===== src/rtl/eth_tx_pkg.sv =====
// Shared types and constants for the UDP transmit path: arbiter state,
// payload limit and a width helper.
package eth_tx_pkg;

   typedef enum logic [1:0] {
      IDLE,
      GRANT,
      BUSY,
      GAP
   } arb_state_e;

   // One Ethernet frame of UDP payload, no IP fragmentation.
   localparam int UDP_MAX_PAYLOAD = 1472;

   function automatic int clog2(input int value);
      int w;
      w = 0;
      while ((1 << w) < value) w++;
      return w;
   endfunction

endpackage


===== src/rtl/udp_tx_arb_rr.sv =====
// Combinational round-robin picker: first set request bit searching upward
// from the channel after the previous grant, wrapping at N_CH.
module udp_rr_arb
   import eth_tx_pkg::*;
#(
   parameter int N_CH = 4,
   parameter int GW   = clog2(N_CH)
) (
   input  logic [N_CH-1:0] i_req,
   input  logic [GW-1:0]   i_last,
   output logic [GW-1:0]   o_idx,
   output logic            o_valid
);

   // NOTE: every output gets a default before the search so no latch is inferred.
   always_comb begin
      o_idx   = '0;
      o_valid = 1'b0;
      for (int k = 1; k <= N_CH; k++) begin
         if (!o_valid && i_req[(int'(i_last) + k) % N_CH]) begin
            o_valid = 1'b1;
            o_idx   = GW'((int'(i_last) + k) % N_CH);
         end
      end
   end

endmodule


===== src/rtl/udp_tx_arb.sv =====
// N-channel round-robin arbiter in front of a single UDP TX engine.
// Optional BUSY watchdog enabled by defining UDP_TX_ARB_TIMEOUT_EN.
module udp_tx_arb
   import eth_tx_pkg::*;
#(
   parameter int N_CH        = 4,
   parameter int DW          = 32,
   parameter int MAX_BYTES   = UDP_MAX_PAYLOAD,
   parameter int GAP_CYC     = 12,
   parameter int TIMEOUT_CYC = 65535
) (
   input  logic               gmii_tx_clk,
   input  logic               rst_n,
   input  logic [N_CH-1:0]    ch_start,
   input  logic [N_CH*16-1:0] ch_byte_num,
   input  logic [N_CH*DW-1:0] ch_data,
   output logic [N_CH-1:0]    ch_req,
   output logic [N_CH-1:0]    ch_done,
   output logic [N_CH-1:0]    ch_drop,
   output logic               udp_tx_start_en,
   output logic [15:0]        udp_tx_byte_num,
   output logic [DW-1:0]      udp_tx_data,
   input  logic               udp_tx_req,
   input  logic               udp_tx_done,
   output logic               busy
);

   localparam int GW      = clog2(N_CH);
   localparam int CNT_MAX = (GAP_CYC > TIMEOUT_CYC) ? GAP_CYC : TIMEOUT_CYC;
   localparam int CW      = (clog2(CNT_MAX + 1) < 1) ? 1 : clog2(CNT_MAX + 1);
   localparam logic [CW-1:0] GAP_LAST = CW'((GAP_CYC > 0) ? GAP_CYC - 1 : 0);

   arb_state_e      r_state, w_state_next;
   logic [N_CH-1:0] r_pending, r_done, r_drop;
   logic [15:0]     r_len [N_CH];
   logic [15:0]     r_tx_len;
   logic [GW-1:0]   r_grant, r_last;
   logic [CW-1:0]   r_cnt;
   logic [GW-1:0]   w_pick;
   logic            w_pick_valid;
   logic [N_CH-1:0] w_grant_oh;
   logic            w_done_evt, w_timeout, w_cnt_run;

   function automatic logic len_ok(input logic [15:0] n);
      return (n != 16'd0) && (n <= 16'(MAX_BYTES));
   endfunction

   assign w_grant_oh = N_CH'(1) << r_grant;
   assign w_done_evt = (r_state == BUSY) && udp_tx_done;

`ifdef UDP_TX_ARB_TIMEOUT_EN
   localparam logic [CW-1:0] TIMEOUT_LAST = CW'(TIMEOUT_CYC - 1);
   assign w_timeout = (r_state == BUSY) && !udp_tx_done && (r_cnt == TIMEOUT_LAST);
   assign w_cnt_run = (r_state == GAP) || (r_state == BUSY);
`else
   assign w_timeout = 1'b0;
   assign w_cnt_run = (r_state == GAP);
`endif

   udp_rr_arb #(.N_CH(N_CH), .GW(GW)) u_rr (
      .i_req   (r_pending),
      .i_last  (r_last),
      .o_idx   (w_pick),
      .o_valid (w_pick_valid)
   );

   always_ff @(posedge gmii_tx_clk) begin
      if (!rst_n) r_state <= IDLE;
      else        r_state <= w_state_next;
   end

   always_comb begin
      w_state_next = r_state;
      case (r_state)
         IDLE:    if (w_pick_valid) w_state_next = GRANT;
         GRANT:   w_state_next = BUSY;
         BUSY:    if (w_done_evt || w_timeout) w_state_next = (GAP_CYC > 0) ? GAP : IDLE;
         GAP:     if (r_cnt == GAP_LAST) w_state_next = IDLE;
         default: w_state_next = IDLE;
      endcase
   end

   always_ff @(posedge gmii_tx_clk) begin
      if (!rst_n) begin
         r_pending <= '0;
         r_done    <= '0;
         r_drop    <= '0;
         r_tx_len  <= '0;
         r_grant   <= '0;
         r_last    <= GW'(N_CH - 1);
         r_cnt     <= '0;
         // NOTE: the length table is tiny, so it is reset like ordinary flops.
         for (int i = 0; i < N_CH; i++) r_len[i] <= '0;
      end else begin
         for (int i = 0; i < N_CH; i++) begin
            r_drop[i] <= (ch_start[i] && (r_pending[i] || !len_ok(ch_byte_num[i*16 +: 16])))
                         || (w_timeout && w_grant_oh[i]);
            if (ch_start[i] && !r_pending[i] && len_ok(ch_byte_num[i*16 +: 16])) begin
               r_pending[i] <= 1'b1;
               r_len[i]     <= ch_byte_num[i*16 +: 16];
            end else if ((r_state == GRANT) && w_grant_oh[i]) begin
               r_pending[i] <= 1'b0;
            end
         end
         r_done <= w_done_evt ? w_grant_oh : '0;
         // Length is snapshotted so a re-request by the grantee cannot disturb it.
         if ((r_state == IDLE) && w_pick_valid) begin
            r_grant  <= w_pick;
            r_tx_len <= r_len[w_pick];
         end
         if (r_state == GRANT) r_last <= r_grant;
         if (r_state != w_state_next) r_cnt <= '0;
         else if (w_cnt_run)          r_cnt <= r_cnt + 1'b1;
      end
   end

   always_comb begin
      udp_tx_start_en = (r_state == GRANT);
      udp_tx_byte_num = '0;
      ch_req          = '0;
      udp_tx_data     = '0;
      if ((r_state == GRANT) || (r_state == BUSY)) udp_tx_byte_num = r_tx_len;
      if (r_state == BUSY) begin
         ch_req      = udp_tx_req ? w_grant_oh : '0;
         udp_tx_data = ch_data[int'(r_grant)*DW +: DW];
      end
      busy    = (r_state != IDLE);
      ch_done = r_done;
      ch_drop = r_drop;
   end

endmodule


===== config.mk =====
export PLATFORM = sky130hd
export DESIGN_NAME = udp_tx_arb
export DESIGN_NICKNAME = d
export VERILOG_FILES = /design/src/rtl/eth_tx_pkg.sv /design/src/rtl/udp_tx_arb_rr.sv /design/src/rtl/udp_tx_arb.sv
export SDC_FILE = /design/constraint.sdc
export NUM_CORES = 1
export LEC_CHECK = 0
export ABC_AREA = 1
export BUFFER_PORTS_ARGS = -buffer_cell sky130_fd_sc_hd__buf_2
export CAP_MARGIN = 20
export CORE_MARGIN = 1.5
export CORE_UTILIZATION = 54
export DETAILED_ROUTE_END_ITERATION = 10
export GPL_ROUTABILITY_DRIVEN = 0
export PLACE_DENSITY = 0.87
export SYNTH_ARGS = -nofsm -noshare
export SYNTH_HDL_FRONTEND = slang
export SYNTH_SLANG_ARGS = --single-unit

===== constraint.sdc =====
create_clock -name gmii_tx_clk -period 3.85 [get_ports gmii_tx_clk]
set_input_delay 0 -clock gmii_tx_clk [delete_from_list [all_inputs] [get_ports gmii_tx_clk]]
set_output_delay 0 -clock gmii_tx_clk [all_outputs]
set_load 0.02 [all_outputs]

======== Yosys cells after proc, flatten, opt, wreduce, memory -nomap -nowiden ========
Memories as Yosys holds them, arrays and structs flattened. A register that Yosys moved wholly into a read port is not among the register bits.
Cells that the tools add are included.
word-level totals
  flip-flop bits (word level) ............. 34
  memory bits (writable) .................. 64
  input bits .............................. 200
  output and inout port bits .............. 62
  logic and storage cells ................. 151
  memories kept ........................... 1
cells by class
  add/sub/neg operators ................... 5
  magnitude comparators ................... 8
  equality and inequality tests ........... 5
  shift operators ......................... 2
  mux-type cells .......................... 53
  bitwise operators ....................... 9
  reductions and logical operators ........ 58
memories
  memory  depth  width  read ports  clocked after memory_dff  wr ports  RTL line          text
  r_len   4      16     1           1                         4         udp_tx_arb.sv:35  logic [15:0] r_len [N_CH];
operators with widths
  operator                 count
  $shiftx A128 B8 Y32      1
  $mux W16                 5
  $le A16 B11 Y1 const B   4
  $reduce_bool A16 Y1      4
  $mux W1                  33
  $mux W32                 1
  $logic_and A1 B1 Y1      25
  $add A16 B1 Y16 const B  1
  $eq A16 B4 Y1 const B    1
  $lt A3 B4 Y1 const B     4
  $mux W2                  7
  $logic_not A1 Y1         12
  $reduce_bool A2 Y1       5
  $reduce_or A2 Y1         5
  $bmux W1 S2              4
  $mux W4                  2
  $pmux W2 S4              1
  $logic_or A1 B1 Y1       5
  $add A2 B1 Y2 const B    2
  $add A2 B2 Y2 const B    2
  $and A1 B1 Y1 const A    4
  $eq A2 B2 Y1 const B     2
  $or A1 B1 Y1             4
  $shl A1 B2 Y4 const A    1
  other kinds (5)          5

======== Logic depth before layout (Yosys ltp) ========
Gate-level depths: netlist of run 1.
  word-level depth ........................ 20
  mapped depth ............................ 17
  depth with buffers taken out ............ 15

======== Hierarchy ========
Synthesis of run 1 repeated with hierarchy kept, for this count alone.
second synthesis, totals
  cell total of the unflattened synthesis .. 844
  area, all modules ....................... 6,593.8 um^2
modules (own cells, without submodules)
  module      instances  cells an instance  area an instance (um^2)  seq. area each (um^2)
  udp_tx_arb  1          792                6,322.3                  2,922.8
  udp_rr_arb  1          52                 271.5                    0.0

======== Least setup slack after synthesis of run 1 ========
No wires, ideal clock.
  path kind ............................... register to register
  from .................................... reg r_pending[0]
  to ...................................... mem r_len[0][0], enable pin
  setup time .............................. 0.411 ns
  data arrival time ....................... 1.782 ns
  data required time ...................... 3.439 ns
  slack ................................... 1.657 ns
  stages on the path, launching flop included .. 5
  path buffers ............................ 0
  clock period less this slack ............ 2.193 ns
  path through ............................ dfxtp_1 inv_1 o2111a_1 nand2_1 o21ai_0
RTL lines
  what                               RTL line           text
  from (decl)                        udp_tx_arb.sv:34   logic [N_CH-1:0] r_pending, r_done, r_drop;
  from (signal assigned)             udp_tx_arb.sv:85   r_pending <= '0;
  from (signal, indexed assignment)  udp_tx_arb.sv:99   r_pending[i] <= 1'b1;
  from (signal, indexed assignment)  udp_tx_arb.sv:102  r_pending[i] <= 1'b0;
  to (decl)                          udp_tx_arb.sv:35

======== Worst setup path after layout of run 1 ========
  from .................................... reg r_last[0]
  to ...................................... reg r_tx_len[4] (read register of r_len)
between the ends
  longest elaborated chain between the ends .. 15
  elaborated cells on any way between the ends .. 31
  those cells by class .................... 4 x add/sub; 20 x mux; 7 x reduce/logical
ends and longest elaborated chain
  what                                        RTL line                                  text
  from (decl)                                 udp_tx_arb.sv:37                          logic [GW-1:0] r_grant, r_last;
  from (signal assigned)                      udp_tx_arb.sv:90                          r_last <= GW'(N_CH - 1);
  from (signal assigned)                      udp_tx_arb.sv:111                         if (r_state == GRANT) r_last <= r_grant;
  $add A2 B1 Y2                               udp_tx_arb_rr.sv:20, udp_tx_arb_rr.sv:22
  $bmux W1 S2                                 udp_tx_arb_rr.sv:20                       if (!o_valid && i_req[(int'(i_last) + k) % N_CH]) begin
  $mux W1 (implied by the code) (2 in a row)  udp_tx_arb_rr.sv:20
  $mux W1                                     udp_tx_arb_rr.sv:20
  $logic_not A1 Y1                            udp_tx_arb_rr.sv:20
  $logic_and A1 B1 Y1                         udp_tx_arb_rr.sv:20
  $mux W1                                     udp_tx_arb_rr.sv:20
  $logic_not A1 Y1                            udp_tx_arb_rr.sv:20
  $logic_and A1 B1 Y1                         udp_tx_arb_rr.sv:20
  $mux W1                                     udp_tx_arb_rr.sv:20
  $logic_not A1 Y1                            udp_tx_arb_rr.sv:20
  $logic_and A1 B1 Y1                         udp_tx_arb_rr.sv:20
  $mux W1                                     udp_tx_arb_rr.sv:20
  $logic_and A1 B1 Y1                         udp_tx_arb.sv:107                         if ((r_state == IDLE) && w_pick_valid) begin
  to (decl)                                   udp_tx_arb.sv:36                          logic [15:0] r_tx_len;
Several ways; a longest one is shown, not always the timed one. The select of a mux whose other input is x is not followed.
A chain may end at the register's enable or synchronous reset.

==> qor.csv, run 1 <==
metric,value,unit
antenna-violating nets left,0,
"Hold Violations, Final",0,
starting density of the core,0.5566,
grt total ovfl,0,
tightest hold margin,171.1,ps
"Setup violations, final",0,
fraction of layout instances using a drive strength above 1,0.2692,
syn avg cell area,7.485,sq um
clock latency of the later-clocked register in the worst-skew pair,420,ps
area of all placed cells without fillers,9278,sq um
die width,114.5,um
I/O pin count,262,
hold wc startpoint,ch_byte_num[62],
critical path startpoint category,flop,
Synth cell types,34,
number of I/O port buffers,261,
Max Root-Sink Buffers,2,
number of global-route vias before repair,7088,
number of nets in the finished design,1420,
Initial DRT Pass Iterations,7,
maximum number of pins on one net before global-route repair,35,
final period demand of the worst path,2865,ps
Detail Placement HPWL,18.52,mm
area of the core region,12060,sq um
unrepaired setup endpoints after global routing,no,
Routed WL per cell,18.15,um
"most used cell, CP",sky130_fd_sc_hd__nand2_1,
stage delay of the slowest cell on the critical path,610,ps
Post-Synthesis Cells,897,
Setup CP Type,reg -> reg,
Die Outline Area,13110,sq um
startpoint of the most critical setup path,r_last[0]$_SDFFE_PN1P_,
initial detailed-routing violation count,1007,
transition time at the pin with the least slew margin,1024,ps
cells traversed along the worst timing path,inv_6 -> nand2_1 -> nand2_1 -> nand2_1 -> nand2_1 -> o21ai_1 -> nand3_2 -> nand2_4 -> nand2_1 -> nand3_1 -> nand3_1 -> nand2_1 -> inv_1,
post-cts gate resize count,0,
cell family with the largest share of critical-path delay,simple AND/OR/NAND/NOR gates,
worst hold path type,in -> reg,
level count of the clock H-tree,4,
WP data arrival,3180,ps
wire length of the first global-routing pass,37.08,mm
headroom to the max-slew limit,0.3165,
# clock sinks,114,
vias per cell,5.490,
Placed Area,8150,sq um
post-route clock period utilization,0.7442,
origin of the critical flop-to-flop path,r_last[0]$_SDFFE_PN1P_,
Core Rows,40,
GRT Overall Usage,0.3849,
worst path buffer plus inverter count,2,
crit path capture type,flop,
count of maximum capacitance violations,0,
endpoint required time on the critical path,4170,ps
Synthesis Warnings,0,
pwr/cell area,559.1,nW/um^2
Layout Skew,6.537,ps
sequential area share after synthesis,0.4353,
cell with the largest stage delay on the worst path,sky130_fd_sc_hd__dfxtp_1,
maximum clock frequency,349.0,MHz
register bit total from synthesis,114,
residual DRC count,0,
leakage dissipation,4.768,nW
CP Max Fanout,33,
summed instance area of the synthesized netlist,6714,sq um
routed vias,7658,
final count of pins violating max slew,0,
CTS tree,done,
clock buffers created by TritonCTS,17,
die extent in y,114.5,um
clock tree root buffer cell,sky130_fd_sc_hd__clkbuf_16,
antenna violations before repair,1,
"wirelength, routed",25.32,mm
final-layout setup total negative slack,0,ps
worst vdd rail ir drop,418.6,uV
clock slew at reported path FFs,60,ps
Area Overhead vs Synth,38.18,%
outcome,"finished, final reports clean",
## sequential cells by signal, indices dropped and copies added, names as in the netlist
signal,cells
r_tx_len,16
ch_drop,4
r_last,2
r_pending,4
r_state,2
r_grant,2
ch_done,4
r_cnt,16
r_len,64
## routing by layer
metal,global-route usage,share of wire,up-vias
met2,0.6064,0.46,575
met1,0.4765,0.36,3453
met5,0,0.00047,-
li1,-,-,3533
met4,0.2250,0.057,2
met3,0.1022,0.12,95
## per-stage QoR
step,std cells,total power [mW],setup WS (ps),utilization
after floorplan,916,3.023,1657,-
after global placement,1310,3.404,1248,0.6757
after detailed placement,1310,3.443,1136,0.6757
after CTS,1393,5.105,1059,0.7677
after global routing,1394,5.457,758.7,0.7690
final,1395,5.187,985.0,0.7692
## cell families (layout without fill, tap and decap cells)
| group | Yosys count | after routing | synth area share |
|---|---|---|---|
| other cells | 1 | 21 | 0.0005585 |
| buf+inv | 229 | 539 | 0.1373 |
| compound gates | 127 | 127 | 0.1208 |
| flops | 114 | 114 | 0.4353 |
| mux | 1 | 1 | 0.001491 |
| simple gates | 405 | 405 | 0.2745 |
| fa+ha+maj | 7 | 7 | 0.01304 |
| xor+xnor | 13 | 13 | 0.01696 |
## path summary, 6_finish.rpt
kind	to	slack (ps)	depth (start not counted)
worst max-delay path	r_tx_len[4]$_SDFFE_PN0P_	980	13
worst max register to register	r_tx_len[4]$_SDFFE_PN0P_	980	13
worst min register to register	r_pending[2]$_SDFFE_PN0P_	500	2
worst min-delay path	ch_drop[3]$_SDFF_PN0_	170	7
## worst min-delay path, stage by stage
cell and delay [ps]:
sky130_fd_sc_hd__buf_2 70, sky130_fd_sc_hd__nor3_1 30, sky130_fd_sc_hd__nand2_1 70, sky130_fd_sc_hd__nor3_1 60, sky130_fd_sc_hd__nand2_1 90, sky130_fd_sc_hd__inv_1 60
sky130_fd_sc_hd__nor3_1 150
## report_power, final
group	switching (mW)	internal, mW
registers	0.0861	1.40
logic	1.40	0.679
clock network	0.547	1.07
total	2.04	3.15
## cells in the final DEF, fill, tap and decap left out, drive strengths merged, types with 2 or more instances in the layout
cell type | synthesis | routed
buf | 19 | 269
inv | 187 | 187
nand2 | 135 | 135
nor2 | 114 | 114
nand3 | 113 | 113
a22oi | 64 | 64
edfxtp | 64 | 64
dlygate4sd3 | 0 | 51
dfxtp | 50 | 50
a21oi | 36 | 36
nor3 | 31 | 31
o21ai | 24 | 24
conb | 1 | 20
clkbuf | 23 | 19
xor2 | 12 | 12
nand4 | 7 | 7
ha | 7 | 7
clkinv | 0 | 7
bufinv | 0 | 4
nor4 | 3 | 3
nor3b | 2 | 2
o2111a | 2 | 2
clkinvlp | 0 | 2
## cell type report
cell class,count,area [sq um]
diodes,1,2.502
clock buffers,19,432.9
clock inverters,13,166.4
fillers,846,2784
inverters,187,706.9
multi-input cells,573,2952
flip-flops and latches,114,2923
well taps,168,210.2
repair buffers,320,1884
## synth_stat cells, drive strengths merged
cell type	count	area, sq um
inv	187	706.9
nand2	135	536.8
nor2	114	447.9
nand3	113	575.6
a22oi	64	480.5
edfxtp	64	1922
dfxtp	50	1001
a21oi	36	180.2
nor3	31	205.2
o21ai	24	120.1
clkbuf	23	86.33
buf	19	128.9
xor2	12	105.1
ha	7	87.58
nand4	7	43.79
nor4	3	18.77
nor3b	2	15.01
o2111a	2	22.52
conb	1	3.750
mux2i	1	10.01
o211ai	1	7.510
xnor2	1	8.760
## repair_timing
action | CTS | global route
buffers inserted | 0 | 0
setup endpoints to repair | 0 | 0
endpoints found under the hold margin | 52 | 0
hold buffers | 51 | 0
Power figures use the tool's default switching activity.
==> run 2: changes to the inputs <==
Settings changed: CORE_UTILIZATION 54 to 50, PLACE_DENSITY 0.87 to 0.82.
Clock period 3.85 ns to 2.8 ns, I/O delays scaled along.
==> qor.csv, run 2 (synthesized netlist as in run 1, its figures left out) <==
metric,value,unit,change
antenna violations before repair,0,,-1
initial detailed-routing violation count,947,,-6.0%
Worst Reg-to-Reg Cells,15,,+2
Layout Skew,10.30,ps,+3.761 ps
grt total ovfl,0,,unchanged
Core Rows,42,,+5.0%
Routed WL per cell,17.12,um,-5.7%
worst vdd rail ir drop,593.5,uV,+42%
number of global-route vias before repair,6958,,-1.8%
area of all placed cells without fillers,9328,sq um,+0.54%
most flop-heavy register,r_len,,
level count of the clock H-tree,4,,unchanged
fraction of layout instances using a drive strength above 1,0.2766,,+0.007445
startpoint of the most critical setup path,r_grant[0]$_SDFFE_PN0P_,,
filler instances,1064,,+26%
post-route clock period utilization,0.8710,,
clock slew at reported path FFs,60,ps,about the same
pwr/cell area,750.4,nW/um^2,+34%
"commonest non-fill, non-tap cells in the layout","sky130_fd_sc_hd__buf_2, sky130_fd_sc_hd__inv_1, sky130_fd_sc_hd__nand2_1",,
count of maximum capacitance violations,0,,unchanged
unrepaired setup endpoints after global routing,no,,
wire length of the first global-routing pass,36.47,mm,-1.7%
maximum clock frequency,410.1,MHz,
transition time at the pin with the least slew margin,752.3,ps,-271.8 ps
die width,118.9,um,+3.8%
Ant. Diodes,0,,-1
critical path startpoint category,flop,,
max reg flops,64,,unchanged
endpoint required time on the critical path,2800,ps,-1370 ps
headroom to the max-slew limit,0.4979,,+0.1814
maximum number of pins on one net before global-route repair,35,,unchanged
Initial DRT Pass Iterations,6,,-1
"commonest non-fill, non-tap cell in the layout",sky130_fd_sc_hd__buf_2,,
vias per cell,5.288,,-3.7%
area of the core region,13190,sq um,+9.4%
top flop regs,"r_len (64), r_cnt (16), r_tx_len (16)",,
Placed Area,8262,sq um,+1.4%
residual DRC count,0,,unchanged
origin of the critical flop-to-flop path,r_last[0]$_SDFFE_PN1P_,,
routed vias,7488,,-2.2%
tightest hold margin,165.6,ps,-5.416 ps
"Setup violations, final",0,,unchanged
worst hold path type,in -> reg,,
post-cts gate resize count,0,,unchanged
Critical R2R Capture,r_tx_len[7]$_SDFFE_PN0P_,,
final period demand of the worst path,2439,ps,
"Hold Violations, Final",0,,unchanged
clock latency of the later-clocked register in the worst-skew pair,420,ps,about the same
I/O pin count,262,,unchanged
CP Max Fanout,11,,-67%
die extent in y,118.9,um,+3.8%
crit path capture type,output port,,
number of nets in the finished design,1434,,+0.99%
final count of pins violating max slew,0,,unchanged
GRT Overall Usage,0.3407,,-0.04426
final-layout setup total negative slack,0,ps,unchanged
Detail Placement HPWL,18.03,mm,-2.6%
CTS tree,done,,
leakage dissipation,4.800,nW,+0.67%
number of I/O port buffers,261,,unchanged
Setup CP Type,reg -> out,,
WP data arrival,2440,ps,-740 ps
Max Root-Sink Buffers,2,,unchanged
# clock sinks,114,,unchanged
Area Overhead vs Synth,38.93,%,
outcome,"finished, final reports clean",,
clock tree root buffer cell,sky130_fd_sc_hd__clkbuf_16,,
Overall Power,7.000,mW,+35%
starting density of the core,0.5090,,-0.04763
clock buffers created by TritonCTS,17,,unchanged
antenna-violating nets left,0,,unchanged
"wirelength, routed",24.24,mm,-4.2%
register-to-register setup slack,370,ps,-610 ps
endpoint of the worst setup timing path,udp_tx_data[25],,
utilization of the core after routing,0.7072,,-0.06202
Die Outline Area,14130,sq um,+7.8%
[run 2: final cells by class]
type / instances / area (sq um) / area share
tap: 176 / 220.2 / 0.02361
clock inverter: 13 / 112.6 / 0.01207
timing repair buffer: 334 / 1984 / 0.2127
multi-input combinational: 573 / 2948 / 0.3160
clock buffer: 19 / 432.9 / 0.04641
inverter: 187 / 706.9 / 0.07579
sequential: 114 / 2923 / 0.3133
[run 2: worst min-delay path by stage]
stage,startpoint,end,slack (ps),cells past startpoint
after floorplan,ch_start[0],ch_drop[0]$_SDFF_PN0_,130,2
after global placement,ch_start[3],ch_drop[3]$_SDFF_PN0_,270,3
after detailed placement,ch_start[3],ch_drop[3]$_SDFF_PN0_,270,3
after CTS,ch_byte_num[44],ch_drop[2]$_SDFF_PN0_,150,6
after global routing,ch_byte_num[44],ch_drop[2]$_SDFF_PN0_,220,6
final,ch_byte_num[44],ch_drop[2]$_SDFF_PN0_,170,6
[run 2: report_power, final]
group | leakage [nW] | switching (mW) | internal, mW
clock network | 0.255 | 0.794 | 1.22
registers | 1.06 | 0.113 | 1.93
logic | 3.49 | 1.96 | 0.991
[run 2: stage by stage]
stage | instances | setup slack, ps
global route | 1416 | 227.7
global placement | 1332 | 605.8
floorplan | 916 | 606.5
detailed placement | 1332 | 529.8
finish | 1416 | 361.3
CTS | 1416 | 433.6
[run 2: what timing repair did]
action / in CTS / in global routing
setup buffers: 0 / 0
endpoints found under the hold margin: 53 / 0
setup endpoints to repair: 0 / 0
hold buffers: 52 / 0
[run 2: metal layers]
metal / share of wire / vias up / global-route usage / wire (um)
met4: 0.032 / 0 / 0.1182 / 774
li1: - / 3564 / - / -
met3: 0.11 / 55 / 0.09579 / 2762
met2: 0.45 / 471 / 0.5501 / 11020
met5: 0 / - / 0 / 0
met1: 0.40 / 3398 / 0.4411 / 9687
[run 2: critical path, stage by stage (launching register included)]
cell and delay, ps:
sky130_fd_sc_hd__dfxtp_1 420, sky130_fd_sc_hd__inv_1 110, sky130_fd_sc_hd__nor2_2 570, sky130_fd_sc_hd__a22oi_1 270, sky130_fd_sc_hd__a21oi_1 410, sky130_fd_sc_hd__buf_2 240
==> run 3: changes to the inputs <==
Settings changed: CORE_ASPECT_RATIO set to 0.6.
==> qor.csv, run 3 (synthesized netlist as in run 1, its figures left out) <==
metric,value,unit,change
outcome,"finished, final reports clean",,
origin of the critical flop-to-flop path,r_last[0]$_SDFFE_PN1P_,,
initial detailed-routing violation count,961,,+1.5%
Core Rows,32,,-24%
number of nets in the finished design,1430,,-0.28%
number of I/O port buffers,261,,unchanged
Routed WL per cell,17.37,um,+1.5%
endpoint required time on the critical path,2800,ps,about the same
Area Overhead vs Synth,38.50,%,
met1 demand-to-capacity share in global routing,0.4777,,+0.03662
"wirelength, routed",24.42,mm,+0.73%
clock latency of the later-clocked register in the worst-skew pair,410,ps,about the same
layer with the highest usage,met1,,
filler instances,1032,,-3.0%
maximum number of pins on one net before global-route repair,35,,unchanged
critical path startpoint category,flop,,
Detail Placement HPWL,17.92,mm,-0.61%
final-layout setup total negative slack,0,ps,unchanged
antenna violations before repair,2,,+2
most flop-heavy register,r_len,,
Placed Area,8217,sq um,-0.55%
headroom to the max-slew limit,0.5229,,+0.02500
starting density of the core,0.5176,,+0.008542
post-cts gate resize count,0,,unchanged
"Hold Violations, Final",0,,unchanged
die extent in y,92.76,um,-22%
hold wc startpoint,ch_byte_num[46],,
Setup CP Type,reg -> out,,
final count of pins violating max slew,0,,unchanged
clock slew at reported path FFs,50,ps,about the same
Max Root-Sink Buffers,2,,unchanged
clock buffers created by TritonCTS,17,,unchanged
Overall Power,7.066,mW,+0.95%
Initial DRT Pass Iterations,6,,unchanged
transition time at the pin with the least slew margin,714.9,ps,-37.46 ps
routed vias,7564,,+1.0%
count of maximum capacitance violations,0,,unchanged
Ant. Diodes,0,,unchanged
crit path capture type,output port,,
final period demand of the worst path,2501,ps,+61.90 ps
worst hold path type,in -> reg,,
antenna-violating nets left,0,,unchanged
unrepaired setup endpoints after global routing,no,,
met2 usage in global routing,0.4733,,-0.07680
"commonest non-fill, non-tap cells in the layout","sky130_fd_sc_hd__buf_2, sky130_fd_sc_hd__inv_1, sky130_fd_sc_hd__nand2_1",,
CP Max Fanout,16,,+5
post-route clock period utilization,0.8931,,+0.02211
top flop regs,"r_len (64), r_cnt (16), r_tx_len (16)",,
pwr/cell area,759.9,nW/um^2,+1.3%
startpoint of the most critical setup path,r_grant[0]$_SDFFE_PN0P_,,
I/O pin count,262,,unchanged
Seq. cell area,2923,sq um,unchanged
leakage dissipation,4.792,nW,-0.18%
fraction of layout instances using a drive strength above 1,0.2727,,-0.003959
clock tree root buffer cell,sky130_fd_sc_hd__clkbuf_16,,
vias per cell,5.380,,+1.7%
worst vdd rail ir drop,664.4,uV,+12%
fin worst setup slack,299.4,ps,-61.90 ps
Layout Skew,9.418,ps,-0.8807 ps
CTS tree,done,,
grt total ovfl,0,,unchanged
Die Outline Area,14160,sq um,+0.16%
area of the multi-input gates,2948,sq um,unchanged
area of the core region,12970,sq um,-1.7%
residual DRC count,0,,unchanged
die width,152.6,um,+28%
CTS Hold Buffers Added,53,,+1.9%
wire length of the first global-routing pass,36.04,mm,-1.2%
WP data arrival,2500,ps,+60 ps
max reg flops,64,,unchanged
setup slack after placement,487.1,ps,-42.69 ps
number of global-route vias before repair,6708,,-3.6%
"commonest non-fill, non-tap cell in the layout",sky130_fd_sc_hd__buf_2,,
number of buffers inserted by post-CTS setup repair,0,,unchanged
"Setup violations, final",0,,unchanged
GRT Overall Usage,0.3358,,-0.004875
area of all placed cells without fillers,9299,sq um,-0.31%
maximum clock frequency,399.9,MHz,-2.5%
met3 routing resource usage after global routing,0.1362,,+0.04039
level count of the clock H-tree,4,,unchanged
# clock sinks,114,,unchanged
## run 3: layout make-up
cell class	count	share of cell area
Multi-Input combinational cell	573	0.3170
Sequential cell	114	0.3143
Timing Repair Buffer	330	0.2104
Inverter	187	0.07602
Clock buffer	19	0.04656
Tap cell	170	0.02287
Clock inverter	13	0.01278
## run 3: worst paths after layout
kind	to	slack, ps	cells past startpoint
max	udp_tx_data[19]	300	5
min	ch_drop[2]$_SDFF_PN0_	290	6
max reg2reg	r_tx_len[13]$_SDFFE_PN0P_	370	13
min reg2reg	r_pending[0]$_SDFFE_PN0P_	500	2
## run 3: power breakdown
part,switching [mW],internal [mW]
combinational,2.01,0.964
clock,0.759,1.29
sequential,0.111,1.93
total,2.88,4.18
## run 3: metal layers
layer,routed length [um],up-vias
met1,10380,3422
met4,298,0
met2,10170,544
met5,0,-
met3,3578,41
li1,-,3557
## run 3: worst max-delay path: stages (launching register included)
cell                      delay (ps)
sky130_fd_sc_hd__dfxtp_1         480
sky130_fd_sc_hd__nand2_1         180
sky130_fd_sc_hd__inv_1           490
sky130_fd_sc_hd__a22oi_1         180
sky130_fd_sc_hd__a21oi_1         480
sky130_fd_sc_hd__buf_2           270
## run 3: stage by stage
step,hold slack [ps],utilization,cells
after floorplan,134.9,-,916
after global routing,309.5,0.7168,1406
after global placement,262.6,0.6334,1321
after detailed placement,272.1,0.6334,1321
after CTS,248.2,0.7168,1406
final,285.5,0.7168,1406
